### config.mk
export PLATFORM = sky130hd
export DESIGN_NAME = led_pwm_array_flat
export DESIGN_NICKNAME = d
export VERILOG_FILES = /design/src/rtl/led_pwm_array_if.sv /design/src/rtl/led_pwm_array.sv /design/src/flat_wrapper.sv
export SDC_FILE = /design/constraint.sdc
export NUM_CORES = 1
export LEC_CHECK = 0
export CAP_MARGIN = 20
export CORE_AREA = 2 2 39 41
export DETAILED_ROUTE_END_ITERATION = 12
export DIE_AREA = 0 0 41 43
export PLACE_DENSITY = 0.53
export SYNTH_ARGS = -nofsm -noshare
export SYNTH_HDL_FRONTEND = slang
export SYNTH_SLANG_ARGS = --single-unit
export TNS_END_PERCENT = 10
### constraint.sdc
create_clock -name clk -period 1.5 [get_ports clk]
set_clock_uncertainty 0.05 [all_clocks]
set_input_delay 0.3 -clock clk [delete_from_list [all_inputs] [get_ports clk]]
set_output_delay 0.3 -clock clk [all_outputs]
set_load 0.01 [all_outputs]
### src/rtl/led_pwm_array_if.sv
// Duty-cycle write bus for led_pwm_array: one write strobe carrying a channel
// index and a duty value.
interface led_pwm_array_if #(
    parameter int unsigned NUM_LEDS = 3,
    parameter int unsigned PWM_BITS = 8
);
    localparam int unsigned SelW = (NUM_LEDS > 1) ? $clog2(NUM_LEDS) : 1;

    logic [PWM_BITS-1:0] duty_wdata;
    logic [SelW-1:0]     duty_sel;
    logic                duty_valid;

    modport master (
        output duty_wdata,
        output duty_sel,
        output duty_valid
    );

    modport slave (
        input duty_wdata,
        input duty_sel,
        input duty_valid
    );
endinterface

### src/rtl/led_pwm_array.sv
// LED output stage: stretched core reset plus NUM_LEDS registered LED pins with
// per-channel PWM brightness. Duty writes are held pending and copied to the
// active set on the last counter value of a period, so a period never mixes duties.
// Build option: define LED_PWM_ARRAY_PWM_EN for the PWM path; without it the LEDs
// are plain registered copies of led_in_i and period_start_o is tied low.
module led_pwm_array #(
    parameter int unsigned         NUM_LEDS    = 3,
    parameter int unsigned         PWM_BITS    = 8,
    parameter bit                  ACTIVE_LOW  = 1'b1,
    parameter int unsigned         RST_STRETCH = 2,
    parameter logic [PWM_BITS-1:0] DUTY_INIT   = '1
) (
    input  logic                clk,
    input  logic                reset_n,
    output logic                core_reset_o,
    input  logic [NUM_LEDS-1:0] led_in_i,
    led_pwm_array_if.slave      duty_if,
    output logic                period_start_o,
    output logic [NUM_LEDS-1:0] led_o
);
    localparam int unsigned StretchW = (RST_STRETCH > 0) ? $clog2(RST_STRETCH + 1) : 1;
    localparam logic [StretchW-1:0] StretchInit = StretchW'(RST_STRETCH);
    localparam logic [NUM_LEDS-1:0] LedDark = {NUM_LEDS{ACTIVE_LOW}};

    logic [StretchW-1:0] stretch_q, stretch_d;
    logic                core_reset_q, core_reset_d;
    logic [NUM_LEDS-1:0] led_q, led_d;
    logic [NUM_LEDS-1:0] lit;
    logic                running;

    // Core is released once the stretch count has drained.
    assign running = !core_reset_q;

    // Stretch countdown: core_reset stays high while the count is non-zero.
    always_comb begin
        stretch_d    = stretch_q;
        core_reset_d = 1'b0;
        if (stretch_q != '0) begin
            stretch_d    = stretch_q - StretchW'(1);
            core_reset_d = 1'b1;
        end
    end

    // Stretch state; reset re-arms the full stretch.
    always_ff @(posedge clk) begin
        if (!reset_n) begin
            stretch_q    <= StretchInit;
            core_reset_q <= 1'b1;
        end else begin
            stretch_q    <= stretch_d;
            core_reset_q <= core_reset_d;
        end
    end

`ifdef LED_PWM_ARRAY_PWM_EN
    localparam logic [PWM_BITS-1:0] CntMax = '1;

    logic [PWM_BITS-1:0] cnt_q, cnt_d;
    logic [PWM_BITS-1:0] active_q [NUM_LEDS];
    logic [PWM_BITS-1:0] active_d [NUM_LEDS];
    logic [PWM_BITS-1:0] pending_q[NUM_LEDS];
    logic [PWM_BITS-1:0] pending_d[NUM_LEDS];
    logic [NUM_LEDS-1:0] flag_q, flag_d;
    logic                period_start_q, period_start_d;
    logic                boundary;
    logic                wr_ok;

    assign boundary = running && (cnt_q == CntMax);
    // Out-of-range channel indices are dropped here.
    assign wr_ok    = running && duty_if.duty_valid &&
                      (int'(duty_if.duty_sel) < int'(NUM_LEDS));

    // Counter advance, pending capture and boundary copy to the active duties.
    always_comb begin
        cnt_d     = running ? cnt_q + PWM_BITS'(1) : cnt_q;
        active_d  = active_q;
        pending_d = pending_q;
        flag_d    = flag_q;
        for (int i = 0; i < int'(NUM_LEDS); i++) begin
            if (boundary && flag_q[i]) begin
                active_d[i] = pending_q[i];
                flag_d[i]   = 1'b0;
            end
            if (wr_ok && (int'(duty_if.duty_sel) == i)) begin
                pending_d[i] = duty_if.duty_wdata;
                if (boundary) begin
                    // Write on the last cycle of a period is due at the very next 0.
                    active_d[i] = duty_if.duty_wdata;
                    flag_d[i]   = 1'b0;
                end else begin
                    flag_d[i] = 1'b1;
                end
            end
        end
    end

    // Per-channel lit decision; all-ones duty means continuously on.
    always_comb begin
        lit = '0;
        for (int i = 0; i < int'(NUM_LEDS); i++) begin
            lit[i] = led_in_i[i] && ((active_q[i] == CntMax) || (cnt_q < active_q[i]));
        end
        period_start_d = running && (cnt_q == '0);
    end

    // PWM state registers.
    always_ff @(posedge clk) begin
        if (!reset_n) begin
            cnt_q          <= '0;
            flag_q         <= '0;
            period_start_q <= 1'b0;
            for (int i = 0; i < int'(NUM_LEDS); i++) begin
                active_q[i]  <= DUTY_INIT;
                pending_q[i] <= DUTY_INIT;
            end
        end else begin
            cnt_q          <= cnt_d;
            flag_q         <= flag_d;
            period_start_q <= period_start_d;
            active_q       <= active_d;
            pending_q      <= pending_d;
        end
    end

    assign period_start_o = period_start_q;
`else
    logic                unused_duty;
    logic [PWM_BITS-1:0] unused_init;

    assign unused_duty = ^{duty_if.duty_wdata, duty_if.duty_sel, duty_if.duty_valid};
    assign unused_init = DUTY_INIT;

    // Without PWM a requested LED is simply on.
    always_comb begin
        lit = led_in_i;
    end

    assign period_start_o = 1'b0;
`endif

    // LED pins are dark while the core is held in reset.
    always_comb begin
        led_d = core_reset_q ? LedDark : (lit ^ LedDark);
    end

    // Output register for the LED pins.
    always_ff @(posedge clk) begin
        if (!reset_n) begin
            led_q <= LedDark;
        end else begin
            led_q <= led_d;
        end
    end

    assign core_reset_o = core_reset_q;
    assign led_o        = led_q;
endmodule

### src/flat_wrapper.sv
// flat-port wrapper written by rule: the top's interface ports become plain ports
module led_pwm_array_flat 
#(
    parameter int unsigned         NUM_LEDS    = 3,
    parameter int unsigned         PWM_BITS    = 8,
    parameter bit                  ACTIVE_LOW  = 1'b1,
    parameter int unsigned         RST_STRETCH = 2,
    parameter logic [PWM_BITS-1:0] DUTY_INIT   = '1
)
  (clk, reset_n, core_reset_o, led_in_i, period_start_o, led_o, duty_if_duty_wdata, duty_if_duty_sel, duty_if_duty_valid);
  led_pwm_array_if #(.NUM_LEDS(NUM_LEDS), .PWM_BITS(PWM_BITS)) duty_if_i ();
  input  logic clk;
  input  logic reset_n;
  output logic core_reset_o;
  input  logic [NUM_LEDS-1:0] led_in_i;
  output logic period_start_o;
  output logic [NUM_LEDS-1:0] led_o;
  input wire logic [$bits(duty_if_i.duty_wdata)-1:0] duty_if_duty_wdata;
  input wire logic [$bits(duty_if_i.duty_sel)-1:0] duty_if_duty_sel;
  input wire logic [$bits(duty_if_i.duty_valid)-1:0] duty_if_duty_valid;
  assign duty_if_i.duty_wdata = duty_if_duty_wdata;
  assign duty_if_i.duty_sel = duty_if_duty_sel;
  assign duty_if_i.duty_valid = duty_if_duty_valid;
  led_pwm_array #(.NUM_LEDS(NUM_LEDS), .PWM_BITS(PWM_BITS), .ACTIVE_LOW(ACTIVE_LOW), .RST_STRETCH(RST_STRETCH), .DUTY_INIT(DUTY_INIT)) u_core (.clk(clk), .reset_n(reset_n), .core_reset_o(core_reset_o), .led_in_i(led_in_i), .duty_if(duty_if_i), .period_start_o(period_start_o), .led_o(led_o));
endmodule
==> flow_metrics.env <==
export IMPL_drt_antenna_violating_nets=0
export IMPL_synth_compound_gate_area_share_pct=2.424
export IMPL_cts_clk_slew_worst_paths_ps=50
export IMPL_detail_route_first_pass_iterations=2
export IMPL_rows=14
export IMPL_ctsHtreeMaxLevel=1
export IMPL_post_synth_cell_area_avg_um2=9.831
export IMPL_timing_worst_setup_path_type="flop to output pin"
export IMPL_grt_use_total_pct=5.427
export IMPL_cts_root_buf="sky130_fd_sc_hd__clkbuf_4"
export IMPL_number_of_global_route_vias_before_repair=159
export IMPL_post_synth_inst_count=21
export IMPL_path_cells="clkdlybuf4s50_1"
export IMPL_cp_data_arrival_time_ps=1090
export IMPL_p_leak_nw=0.1357
export IMPL_place_area_um2=299.0
export IMPL_holdCritPathClass="flop to flop"
export IMPL_synth_cell_type_count=11
export IMPL_grt_setup_unrepaired="no"
export IMPL_synthesis_nets=38
export IMPL_pwr_density_cell_nw_per_um2=1542
export IMPL_multi_input_comb_area_um2=71.32
export IMPL_first_pass_grt_wire_length_um=552
export IMPL_drt_drc_violations_left=0
export IMPL_portBuffers=8
export IMPL_routabilityCongestion=0.5820
export IMPL_post_route_cell_area_um2=321.6
export IMPL_worstSkewPairLatency_ps=240
export IMPL_peak_vdd_ir_v=0.0005430
export IMPL_worst_endpoint_required_ps=1150
export IMPL_number_of_hold_violations_in_the_final_report=0
export IMPL_largest_family_of_logic_cells_by_synthesized_area="simple AND/OR/NAND/NOR gates"
export IMPL_timing_critical_path_buf_inv=1
export IMPL_post_cts_hold_buffer_count=0
export IMPL_cp_top_family="buffers and inverters"
export IMPL_start_util_pct=14.92
export IMPL_fin_crit_sh_pct=96.00
export IMPL_finish_net_count=50
export IMPL_postLayoutSetupSlackWorst_ps=59.96
export IMPL_maximum_clock_insertion_buffer_count=2
export IMPL_report_final_slew_viol_count=0
export IMPL_regArea_um2=120.1
export IMPL_fmaxAchievable_ghz=0.6944
export IMPL_synthAdderAreaFrac_pct=6.061
export IMPL_num_antenna_cells=0
export IMPL_fp_coreArea_um2=1384
export IMPL_worst_slack_after_detailed_placement_ps=260.6
export IMPL_total_wirelength_um=338
export IMPL_synth_simple_gate_area_share_pct=20.00
export IMPL_fillerInstances=167
export IMPL_detail_route_wl_per_cell_um=7.191
export IMPL_p_total_mw=0.4957
export IMPL_fp_dieW_um=41
export IMPL_fin_worst_hold_slack_ps=466.0
export IMPL_max_cap_violations=0
export IMPL_avgViaCountPerCell=3.170
export IMPL_fin_setup_tns_ps=0
export IMPL_total_clock_sinks=6
export IMPL_die_height_um=43
export IMPL_synth_xor_area_share_pct=4.242
export IMPL_cts_resized=0
export IMPL_hpwl_um=249.7
export IMPL_floorplan_io_pins=21
export IMPL_run_status="finished, final reports clean"
export IMPL_seq_area_frac_synth_pct=58.18
export IMPL_post_route_cells_drive_above_1_share_pct=9.677
export IMPL_final_instance_count_excl_fill=47
export IMPL_detail_route_iter0_violations=1
export IMPL_synth_mux_area_fraction_pct=0
export IMPL_critical_path_max_fanout=2
export IMPL_fp_dieArea_um2=1763
export IMPL_grt_overflow_total=0
export IMPL_finalSetupViolCount=0
export IMPL_sort_of_element_at_the_start_of_the_critical_path="flop"
export IMPL_postSynthRegisterBits=6
export IMPL_postCtsSetupRepairBufs=0
export IMPL_cts_tree="yes"
export IMPL_crit_slowest_cell="sky130_fd_sc_hd__clkdlybuf4s50_1"
export IMPL_post_route_min_period_ps=1440
export IMPL_flow_area_growth_from_synthesis_pct=55.76
export IMPL_post_synth_instance_area_um2=206.4
export IMPL_grt_antenna_before_repair=0
export IMPL_yosys_warnings=0
export IMPL_number_of_buffers_added_by_the_clock_tree_synthesis_step=3
export IMPL_grt_max_degree=5
export IMPL_maximum_single_stage_delay_on_the_critical_path_ps=530
export IMPL_dr_total_vias=149
export IMPL_dp_cells=44
export IMPL_end_kind="output pin"
export IMPL_final_util_pct=23.24
power breakdown:
| group | internal [mW] | switching [mW] |
|---|---|---|
| Sequential | 0.195 | 0.0156 |
| Combinational | 0.0820 | 0.0535 |
| Clock | 0.0906 | 0.0591 |
| Total | 0.368 | 0.128 |
synthesized netlist by cell type:
library cell | n | area, µm²
sky130_fd_sc_hd__inv_1 | 2 | 7.510
sky130_fd_sc_hd__nand2_1 | 4 | 15.01
sky130_fd_sc_hd__dfxtp_1 | 6 | 120.1
sky130_fd_sc_hd__o21ai_1 | 1 | 5.000
sky130_fd_sc_hd__xnor2_1 | 1 | 8.760
sky130_fd_sc_hd__ha_1 | 1 | 12.51
sky130_fd_sc_hd__nor2b_1 | 2 | 12.51
sky130_fd_sc_hd__and2_1 | 1 | 6.260
sky130_fd_sc_hd__conb_1 | 1 | 3.750
sky130_fd_sc_hd__and2b_1 | 1 | 7.510
sky130_fd_sc_hd__buf_4 | 1 | 7.510
registers in the layout (all words and copies together), names as in the netlist:
register and count:
u_core.core_reset_o 1, u_core.led_o 3, u_core.stretch_q 2
final cells by class:
| type | count | share of cell area, % |
|---|---|---|
| Clock buffer | 3 | 7.004 |
| Inverter | 2 | 2.335 |
| Sequential cell | 6 | 37.35 |
| Tap cell | 16 | 6.226 |
| Multi-Input combinational cell | 12 | 22.18 |
| Timing Repair Buffer | 8 | 24.90 |
cells by family after synthesis:
group	Yosys count
and+or+nand+nor	8
DFF	6
buffers and inverters	3
AOI/OAI and AO/OA	1
xor gates and xnor gates	1
adders and majority gates	1
other	1
path summary, 6_finish.rpt:
kind | startpoint | to | slack [ps] | depth (start not counted)
min reg2reg | u_core.stretch_q[1] | u_core.stretch_q[1] | 470 | 2
min | u_core.stretch_q[1] | u_core.stretch_q[1] | 470 | 2
max | u_core.core_reset_o | core_reset_o | 60 | 1
max reg2reg | u_core.stretch_q[0] | u_core.stretch_q[0] | 450 | 4
routing by layer:
metal | wire length [µm] | track usage, %
met1 | 153 | 4.839
met2 | 136 | 6.563
met3 | 48 | 4.712
met4 | 0 | 6.000
met5 | 0 | 0
layout by cell type, fill, tap and decap left out:
cell                              synthesis  layout
sky130_fd_sc_hd__clkbuf_4                 0       3
sky130_fd_sc_hd__dfxtp_1                  6       6
sky130_fd_sc_hd__xnor2_1                  1       1
sky130_fd_sc_hd__o21ai_1                  1       1
sky130_fd_sc_hd__nand2_1                  4       4
sky130_fd_sc_hd__conb_1                   1       1
sky130_fd_sc_hd__clkdlybuf4s50_1          0       8
sky130_fd_sc_hd__inv_1                    2       2
sky130_fd_sc_hd__nor2b_1                  2       2
sky130_fd_sc_hd__and2_1                   1       1
sky130_fd_sc_hd__and2b_1                  1       1
sky130_fd_sc_hd__ha_1                     1       1
No activity file was read; power rests on OpenSTA's default activity.
